File: src/rtl/imem_loader.sv
// imem_loader: parses a header + payload byte stream into instruction-buffer word writes.
// Optional trailing XOR checksum byte is enabled by defining IMEM_LOADER_CHECKSUM_EN.
module imem_loader #(
    parameter int d_width = 8,
    parameter int i_adr_width = 10,
    parameter int i_width = 20,
    parameter int i_buffer_size = 2,
    parameter int cnt_width = 16
) (
    input  logic                              clk,
    input  logic                              reset,
    input  logic [d_width-1:0]                load_data,
    input  logic                              load_valid,
    output logic                              load_ready,
    output logic [i_adr_width-1:0]            imem_write_adr,
    output logic                              imem_write,
    output logic [i_buffer_size*i_width-1:0]  imem_in,
    output logic                              pat_hold,
    output logic                              done,
    output logic                              error
);
    localparam int w = i_buffer_size * i_width;
    localparam int b = (w + d_width - 1) / d_width;
    localparam int bw = (b > 1) ? $clog2(b) : 1;

    typedef enum logic [2:0] {
        ADR_LO, ADR_HI, CNT_LO, CNT_HI, DATA, WRITE,
`ifdef IMEM_LOADER_CHECKSUM_EN
        CHECK,
`endif
        DONE
    } state_t;

`ifdef IMEM_LOADER_CHECKSUM_EN
    localparam state_t fin = CHECK;
    logic [d_width-1:0] csum;
`else
    localparam state_t fin = DONE;
`endif

    state_t state, state_next;
    logic [i_adr_width-1:0] adr;
    logic [cnt_width-1:0] cnt;
    logic [bw-1:0] bidx;
    logic [b*d_width-1:0] wbuf, wfill;
    logic accept, last;

    assign accept = load_valid && load_ready;
    assign last = bidx == bw'(b - 1);

    always_ff @(posedge clk)
        if (reset) state <= ADR_LO;
        else state <= state_next;

    always_comb begin
        state_next = state;
        case (state)
            ADR_LO:  if (accept) state_next = ADR_HI;
            ADR_HI:  if (accept) state_next = CNT_LO;
            CNT_LO:  if (accept) state_next = CNT_HI;
            CNT_HI:  if (accept) state_next = ({load_data, cnt[d_width-1:0]} == '0) ? fin : DATA;
            DATA:    if (accept && last) state_next = WRITE;
            WRITE:   state_next = (cnt == cnt_width'(1)) ? fin : DATA;
`ifdef IMEM_LOADER_CHECKSUM_EN
            CHECK:   if (accept) state_next = DONE;
`endif
            DONE:    state_next = ADR_LO;
            default: state_next = ADR_LO;
        endcase
    end

    always_comb begin
        load_ready = state != WRITE && state != DONE;
        imem_write = state == WRITE;
        done = state == DONE;
        pat_hold = state != ADR_LO && state != DONE;
    end

    // Current byte merged into the partial word, so the last byte can be written out directly.
    always_comb begin
        wfill = wbuf;
        wfill[bidx*d_width +: d_width] = load_data;
    end

    always_ff @(posedge clk) begin
        if (reset) begin
            adr <= '0;
            cnt <= '0;
            bidx <= '0;
            wbuf <= '0;
            error <= 1'b0;
            imem_write_adr <= '0;
            imem_in <= '0;
`ifdef IMEM_LOADER_CHECKSUM_EN
            csum <= '0;
`endif
        end else begin
            if (accept && state == ADR_LO) begin
                adr <= i_adr_width'(load_data);
                error <= 1'b0;
            end
            if (accept && state == ADR_HI) adr <= i_adr_width'({load_data, adr[d_width-1:0]});
            if (accept && state == CNT_LO) cnt <= cnt_width'(load_data);
            if (accept && state == CNT_HI) begin
                cnt <= cnt_width'({load_data, cnt[d_width-1:0]});
                bidx <= '0;
            end
            if (accept && state == DATA) begin
                wbuf <= wfill;
                bidx <= last ? '0 : bidx + 1'b1;
                if (last) begin
                    imem_in <= wfill[w-1:0];
                    imem_write_adr <= adr;
                end
            end
            if (state == WRITE) begin
                adr <= adr + 1'b1;
                cnt <= cnt - 1'b1;
                if (&adr) error <= 1'b1;
            end
`ifdef IMEM_LOADER_CHECKSUM_EN
            if (accept) csum <= (state == ADR_LO) ? load_data : csum ^ load_data;
            if (accept && state == CHECK && load_data != csum) error <= 1'b1;
`endif
        end
    end
endmodule

File: config.mk
export PLATFORM = sky130hd
export DESIGN_NAME = imem_loader
export DESIGN_NICKNAME = d
export VERILOG_FILES = /design/src/rtl/imem_loader.sv
export SDC_FILE = /design/constraint.sdc
export NUM_CORES = 1
export LEC_CHECK = 0
export ABC_AREA = 1
export BUFFER_PORTS_ARGS = -buffer_cell sky130_fd_sc_hd__buf_4
export CORE_MARGIN = 8
export CORE_UTILIZATION = 55
export CTS_CLUSTER_SIZE = 20
export DETAILED_ROUTE_END_ITERATION = 7
export PLACE_DENSITY = 0.76
export SLEW_MARGIN = 20
export SYNTH_ARGS = -nofsm -noshare
export SYNTH_HDL_FRONTEND = slang
export SYNTH_SLANG_ARGS = --single-unit
File: constraint.sdc
create_clock -name clk -period 2.42 [get_ports clk]
set_input_delay 0.121 -clock clk [delete_from_list [all_inputs] [get_ports clk]]
set_output_delay 0.121 -clock clk [all_outputs]
set_load 0.02 [all_outputs]
Word level (Yosys, flattened, before mapping)
Cells that the tools add are included.

$add $sub $neg: 4. Equal/unequal tests: 17. Shift-type cells: 2. Mux-type cells: 21. Reduce and logical (&&, ||, !) cells: 22.

Operators with widths (count): $mux W16 (3); $bwmux W40 (1); $shift A8 B34 Y40 const A (1); $shiftx A8 B34 Y40 (1); $neg A6 Y34 (1); $mux W10 (3); $mux W3 (8); $pmux W3 S6 (1); $eq A16 B1 Y1 const B (1); $logic_not A16 Y1 (1); $sub A16 B1 Y16 const B (1); $ne A2 B2 Y1 const B (7); $eq A3 B3 Y1 const B (4); $add A10 B1 Y10 const B (1); $reduce_and A10 Y1 (1); $logic_and A1 B1 Y1 (9); $reduce_bool A3 Y1 (3); $eq A3 B2 Y1 const B (2); $ne A3 B3 Y1 const B (2); $reduce_and A2 Y1 (3); $reduce_bool A2 Y1 (3); $reduce_and A5 Y1 (1); $mux W2 (2); $add A3 B1 Y3 const B (1); 3 further kinds (5).

Register bits: 123. Input bits: 11. Output and inout bits: 55.

Logic depth before layout (Yosys ltp)
Gate-level depths: netlist of the first run.

Depth after elaboration: 7. Gate-level depth with buffers: 11. Depth with buffers taken out: 11.

Least setup slack after synthesis of the first run
No wires, ideal clock.

Path type: reg2reg. Start point: reg bidx[0]. End point: reg wbuf[30]. Setup time: 0.058 ns. Arrival: 1.934 ns. Slack: 0.427 ns. Cell stages (with the launch flop): 12. Path buffers: 0. Cell sequence: dfxtp_1 > inv_2 > ha_1 > ha_1 > inv_1 > nor2_1 > nand4_2 > inv_1 > nand2_1 > nand3_1 > o211ai_1 > inv_1.

Longest elaborated chain between the ends: 3. Elaborated cells on any way between the ends: 4. Classes of those cells: add/sub: 1; shift: 2; mux: 1.

RTL lines: start: declaration (line 44) `logic [bw-1:0] bidx;`; start signal: assignment (line 110) `bidx <= last ? '0 : bidx + 1'b1;`; $neg A6 Y34 (*) (line 82) `wfill[bidx*d_width +: d_width] = load_data;`; $shiftx A8 B34 Y40 / $shift A8 B34 Y40 (equally long branches) (line 82); $bwmux W40 (*) (line 82); end signal: assignment (line 109) `wbuf <= wfill;`; end: declaration (line 45) `logic [b*d_width-1:0] wbuf, wfill;`.

Every way passes the cells marked *; elsewhere a longest branch is shown, timed or not. A chain may end at the register's enable or synchronous reset.

Worst setup path in the final report of the first run
Start point: reg bidx[0]. End point: reg wbuf[33].

Same word-level chain as after synthesis.

==> impl_metrics.toml, run 1 <==
[status]
outcome = "completed"

[yosys]
ys.flop_type = "dfxtp_1"
syn-cell-area_um2 = 5980
syn-mean-instance-area_um2 = 7.00
yosysWarnings = 0
synth_cell_types = 33
synthTopCellsByCount = "inv_1 (141), nand2_1 (133), dfxtp_1 (123)"
yosysTopAreaCell = "dfxtp_1"
synth_top_cell_area_share = 0.412
synthCells = 854
synth-edff-count = 0
yosys-top-cells-area = "dfxtp_1 (41%), o21ai_0 (9.0%), inv_1 (8.9%), nand2_1 (8.3%), nor2_1 (5.0%)"
syn-num-nets = 873
async_flop_share = 0
synth_most_common_cell = "inv_1"
ys_ff_latch = 123
yosysSeqAreaShare = 0.412

[clock_network]
h-tree-depth = 4
clock-sinks = 123
cts_setup_buffers = 0
cts_buffer_depth = 2
cts_buffers = 17
clk_latency_ns = 0.53
root_buffer = "clkbuf_8"
path_clk_slew_ns = 0.06
cts_tree = "done"

[pwr]
p_per_area_nw_per_um2 = 721
power.static_leakage_nw = 3.58
peakVddDrop_uv = 756

[sta]
slew_headroom = 0.555
maxSlewViolCount = 0
rsz0062_at_grt = "no"
fin_ws_ns = 0.174
tns_ns = 0
fmax_mhz = 445
min_period_ns = 2.25
hold_viol = 0
fin_crit_sh = 0.928
setup_viol = 0
finClkSkew_ns = 0.00588
worst_pin_slew_ns = 0.665

[layout]
seqCellArea_um2 = 2460
layout-drive-gt1-share = 0.135
nets = 939
antenna_cells = 0
fill_cells = 896
design_area_um2 = 7330
areaGrowthSynthToFinish_pct = 22.6
multi_input_area_um2 = 2780

[place]
dp_slack_ns = 0.201
dp_hpwl_um = 10800
placed_cell_area_um2 = 6560
gp_congestion = 0.943
numPortBuffers = 65

[routing]
ant_nets = 0
first_pass_iters = 5
drt-total-wl_um = 16200
drcViolationCount = 0
vias_per_cell = 5.51
drtIter0Drc = 504
vias = 5914
wl_per_cell_um = 15.1

[die]
die_h_um = 120
initial_utilization = 0.556
die_area_um2 = 14500
placementRows = 38
core_area_um2 = 10700
die_width_um = 120
io_pins = 66

[worst_setup_path]
endpoint_kind = "flip-flop"
cp.arrival_ns = 2.71
crit_required_ns = 2.89
criticalPathCategory = "reg -> reg"
crit_path_start_kind = "flip-flop"
cp_max_fo = 10

[global_route]
grt_overflow = 0
antenna_found_initial = 0
grt_first_pass_wirelength_um = 26500
grt_max_degree = 45
grt_pass1_vias = 5477
track_usage = 0.225

[min_path]
holdCritPathClass = "reg -> reg"

[flow_run]
max_cap_viol_count = 0
## final cells by class
type                       count  area share
multi-input combinational    546       0.379
clock inverter                10      0.0253
sequential                   123       0.336
clock buffer                  22      0.0659
inverter                     145      0.0743
tap                          140      0.0239
timing repair buffer          87      0.0959
## state kept, by name, summed over array words and instances, names as in the netlist
| name | count |
|---|---|
| bidx | 3 |
| imem_write_adr | 10 |
| state | 3 |
| error | 1 |
| wbuf | 40 |
| cnt | 16 |
| adr | 10 |
| imem_in | 40 |
## placed cells by master (no fill, tap or decap), types with 7 or more instances in the layout
cell type / instances
o21bai_1: 8
dlygate4sd3_1: 10
o21ai_0: 108
ha_1: 8
o21ai_1: 15
buf_4: 75
clkbuf_16: 16
inv_1: 138
nand2_1: 132
dfxtp_1: 123
nor3_1: 7
a31oi_1: 19
o211ai_1: 25
a21oi_1: 51
nor2_1: 80
nand3_1: 47
o21a_1: 19
## critical path, stage by stage (launching register included)
cell and delay [ns]:
dfxtp_1 0.35, inv_2 0.09, ha_1 0.24, ha_1 0.32
inv_1 0.05, nor2_1 0.19, nand4_2 0.33, inv_2 0.23
nand2_1 0.07, nand3_1 0.10, o211ai_1 0.11, inv_1 0.09
## routing by layer
layer  share of wire  global-route usage  vias up
met5               0                   0        -
met4           0.018              0.0976        0
met3           0.077              0.0625       23
met2            0.45               0.351      224
met1            0.45               0.286     2746
li1                -                   -     2921
## path summary, 6_finish.rpt
path	startpoint	end	slack [ns]	cells after the start
min reg2reg	bidx[1]	bidx[1]	0.49	2
max reg2reg	bidx[0]	wbuf[33]	0.17	11
min	bidx[1]	bidx[1]	0.49	2
max	bidx[0]	wbuf[33]	0.17	11
## through the flow
stage | total power, mW | hold WS [ns] | std cells | utilization
final | 5.29 | 0.485 | 1073 | 0.682
after global routing | 5.45 | 0.520 | 1073 | 0.682
after CTS | 5.30 | 0.469 | 1073 | 0.682
after detailed placement | 2.46 | 0.476 | 1031 | 0.610
after global placement | 2.45 | 0.458 | 1031 | 0.610
after floorplan | 2.36 | 0.282 | 854 | -
## kinds of logic (layout without fill, tap and decap cells)
kind of cell    after synthesis  in the layout  share of synthesized area
buf+inv                     185            264                      0.124
simple gates                282            282                      0.203
xor+xnor                      3              3                    0.00440
fa+ha+maj                     8              8                     0.0167
compound gates              253            253                      0.240
flops                       123            123                      0.412
## power breakdown
group	leakage (nW)	internal [mW]	switching [mW]
logic	2.26	0.117	0.234
clock network	0.327	1.91	0.928
registers	0.993	2.06	0.0323
## repair_timing
action	4_1_cts	5_1_grt
hold buffers	10	0
hold endpoints to repair	14	0
resized for setup	0	3
setup endpoints to repair	0	25
Note: power is estimated with default switching activity, not from simulation.
==> inputs of run 2 (changes only) <==
- PLACE_DENSITY: 0.76 -> default
- PLACE_DENSITY_LB_ADDON: default -> 0.05
==> run 2 against run 1 <==
Global-route usage decreased by 0.29 points. Largest cell class unchanged. Via count fell by 0.95%. Clock power is 6% lower. First-iteration DRC count up 2.8%. Die area did not move. Register-to-register slack better by 0.03 ns.
==> impl_metrics.toml, run 2 (synthesis gave the netlist of run 1 again) <==
[routing]
drtIter0Drc = 518
wl_per_cell_um = 14.9
vias_per_cell = 5.47
wl_met3_um = 957
first_pass_iters = 5
drt-total-wl_um = 16000
vias = 5858
ant_nets = 0
m1WireLength_um = 7540
highest_layer = "met4"
met2_length_um = 7310
drcViolationCount = 0

[clock_network]
cts_buffers = 17
cts_tree = "done"
clk_latency_ns = 0.54
clock-sinks = 123
cts_buffer_depth = 2
h-tree-depth = 4
path_clk_slew_ns = 0.05
root_buffer = "clkbuf_8"

[worst_setup_path]
crit_chain = "inv_1 > ha_1 > ha_1 > nor3_1 > nand2_1 > o21ai_0 > o21ai_0 > inv_1"
worst-path-buf-inv = 2
r2r-start = "bidx[1]"
r2r_setup_slack_ns = 0.20
critPathTopFamily = "adder cells"
crit_path_start_kind = "flip-flop"
criticalPathCategory = "reg -> reg"
crit_required_ns = 2.90
cp.arrival_ns = 2.70
cp_max_fo = 15
max_stage_delay_ns = 0.42
r2r-end = "imem_in[0]"
slowest_stage = "o21ai_0"
endpoint_kind = "flip-flop"
worst_r2r_path_depth = 8

[die]
die_width_um = 120
placementRows = 38
core_area_um2 = 10700
die_area_um2 = 14500
io_pins = 66
initial_utilization = 0.556
die_h_um = 120

[sta]
hold_viol = 0
setup_viol = 0
rsz0062_at_grt = "no"
min_period_ns = 2.22
slew_headroom = 0.610
finClkSkew_ns = 0.00842
hold_slack_ns = 0.479
worst_pin_slew_ns = 0.584
tns_ns = 0
fmax_mhz = 451
maxSlewViolCount = 0
fin_crit_sh = 0.916

[min_path]
holdCritPathClass = "in -> reg"
worst_hold_startpoint = "load_data[7]"
min_to = "cnt[15]"
hold_depth = 4

[place]
gp_congestion = 0.894
place_inst = 1030
numPortBuffers = 65
dp_hpwl_um = 11000

[layout]
stdcell_count = 1071
final_common_cell = "inv_1"
areaGrowthSynthToFinish_pct = 21.5
nets = 938
layout-drive-gt1-share = 0.129
layout_common_cells = "inv_1 (139), nand2_1 (133), dfxtp_1 (123)"
antenna_cells = 0
reg_top3 = "imem_in (40), wbuf (40), cnt (16)"

[status]
outcome = "completed"

[pwr]
peakVddDrop_uv = 476
p_per_area_nw_per_um2 = 705
combPwrFrac = 0.069
p_int_mw = 3.98
p_sw_frac = 0.223
total_power_mw = 5.12
p_sw_mw = 1.14
power.static_leakage_nw = 3.56
p_clk_frac = 0.522
p_seq_frac = 0.409

[global_route]
track_usage = 0.222
grt_pass1_vias = 5505
grt_max_degree = 58
grt_first_pass_wirelength_um = 26000
antenna_found_initial = 0
grt_overflow = 0

[flow_run]
max_cap_viol_count = 0
## run 2: power by group through the flow
stage	Combinational (mW)	Clock [mW]	Sequential [mW]
finish	0.352	2.67	2.10
global route	0.394	2.78	2.10
CTS	0.347	2.70	2.09
detailed placement	0.332	0	2.14
global placement	0.323	0	2.14
floorplan	0.236	0	2.13
## run 2: cell type report
class                   count  area, um2
repair buffers             86        683
multi-input cells         546       2770
fillers                   957       3480
well taps                 140        175
clock buffers              24        490
clock inverters             7        135
flip-flops and latches    123       2460
inverters                 145        544
## run 2: metrics by stage
step	instance area (um2)	worst slack [ns]	util
global route	7260	0.0223	0.676
floorplan	5980	0.427	-
CTS	7260	0.169	0.676
detailed placement	6540	0.179	0.609
global placement	6540	0.293	0.609
finish	7260	0.203	0.676
## run 2: timing repair
action                                  in CTS  in global routing
setup buffers                                0                  0
endpoints found under the setup margin       0                  8
hold buffers                                10                  0
hold endpoints to repair                    15                  0
gates resized for setup                      0                  1
## run 2: worst max path at each step
| stage | startpoint | to | slack [ns] | depth (start not counted) |
|---|---|---|---|---|
| final | bidx[1] | imem_in[0] | 0.20 | 8 |
| after CTS | bidx[1] | wbuf[27] | 0.17 | 11 |
| after global routing | bidx[0] | imem_in[0] | 0.02 | 8 |
| after global placement | bidx[0] | wbuf[25] | 0.29 | 11 |
| after floorplan | bidx[0] | wbuf[30] | 0.43 | 11 |
| after detailed placement | bidx[1] | wbuf[27] | 0.18 | 11 |
## run 2: tightest hold or removal path, cell delays in order
cell           delay, ns
dlygate4sd3_1       0.53
buf_4               0.16
nand2_1             0.06
a31oi_1             0.07
## run 2: per-layer routing
layer / global-route usage / up-vias
met3: 0.0541 / 20
li1: - / 2918
met2: 0.353 / 180
met5: 0 / -
met1: 0.290 / 2740
met4: 0.0710 / 0
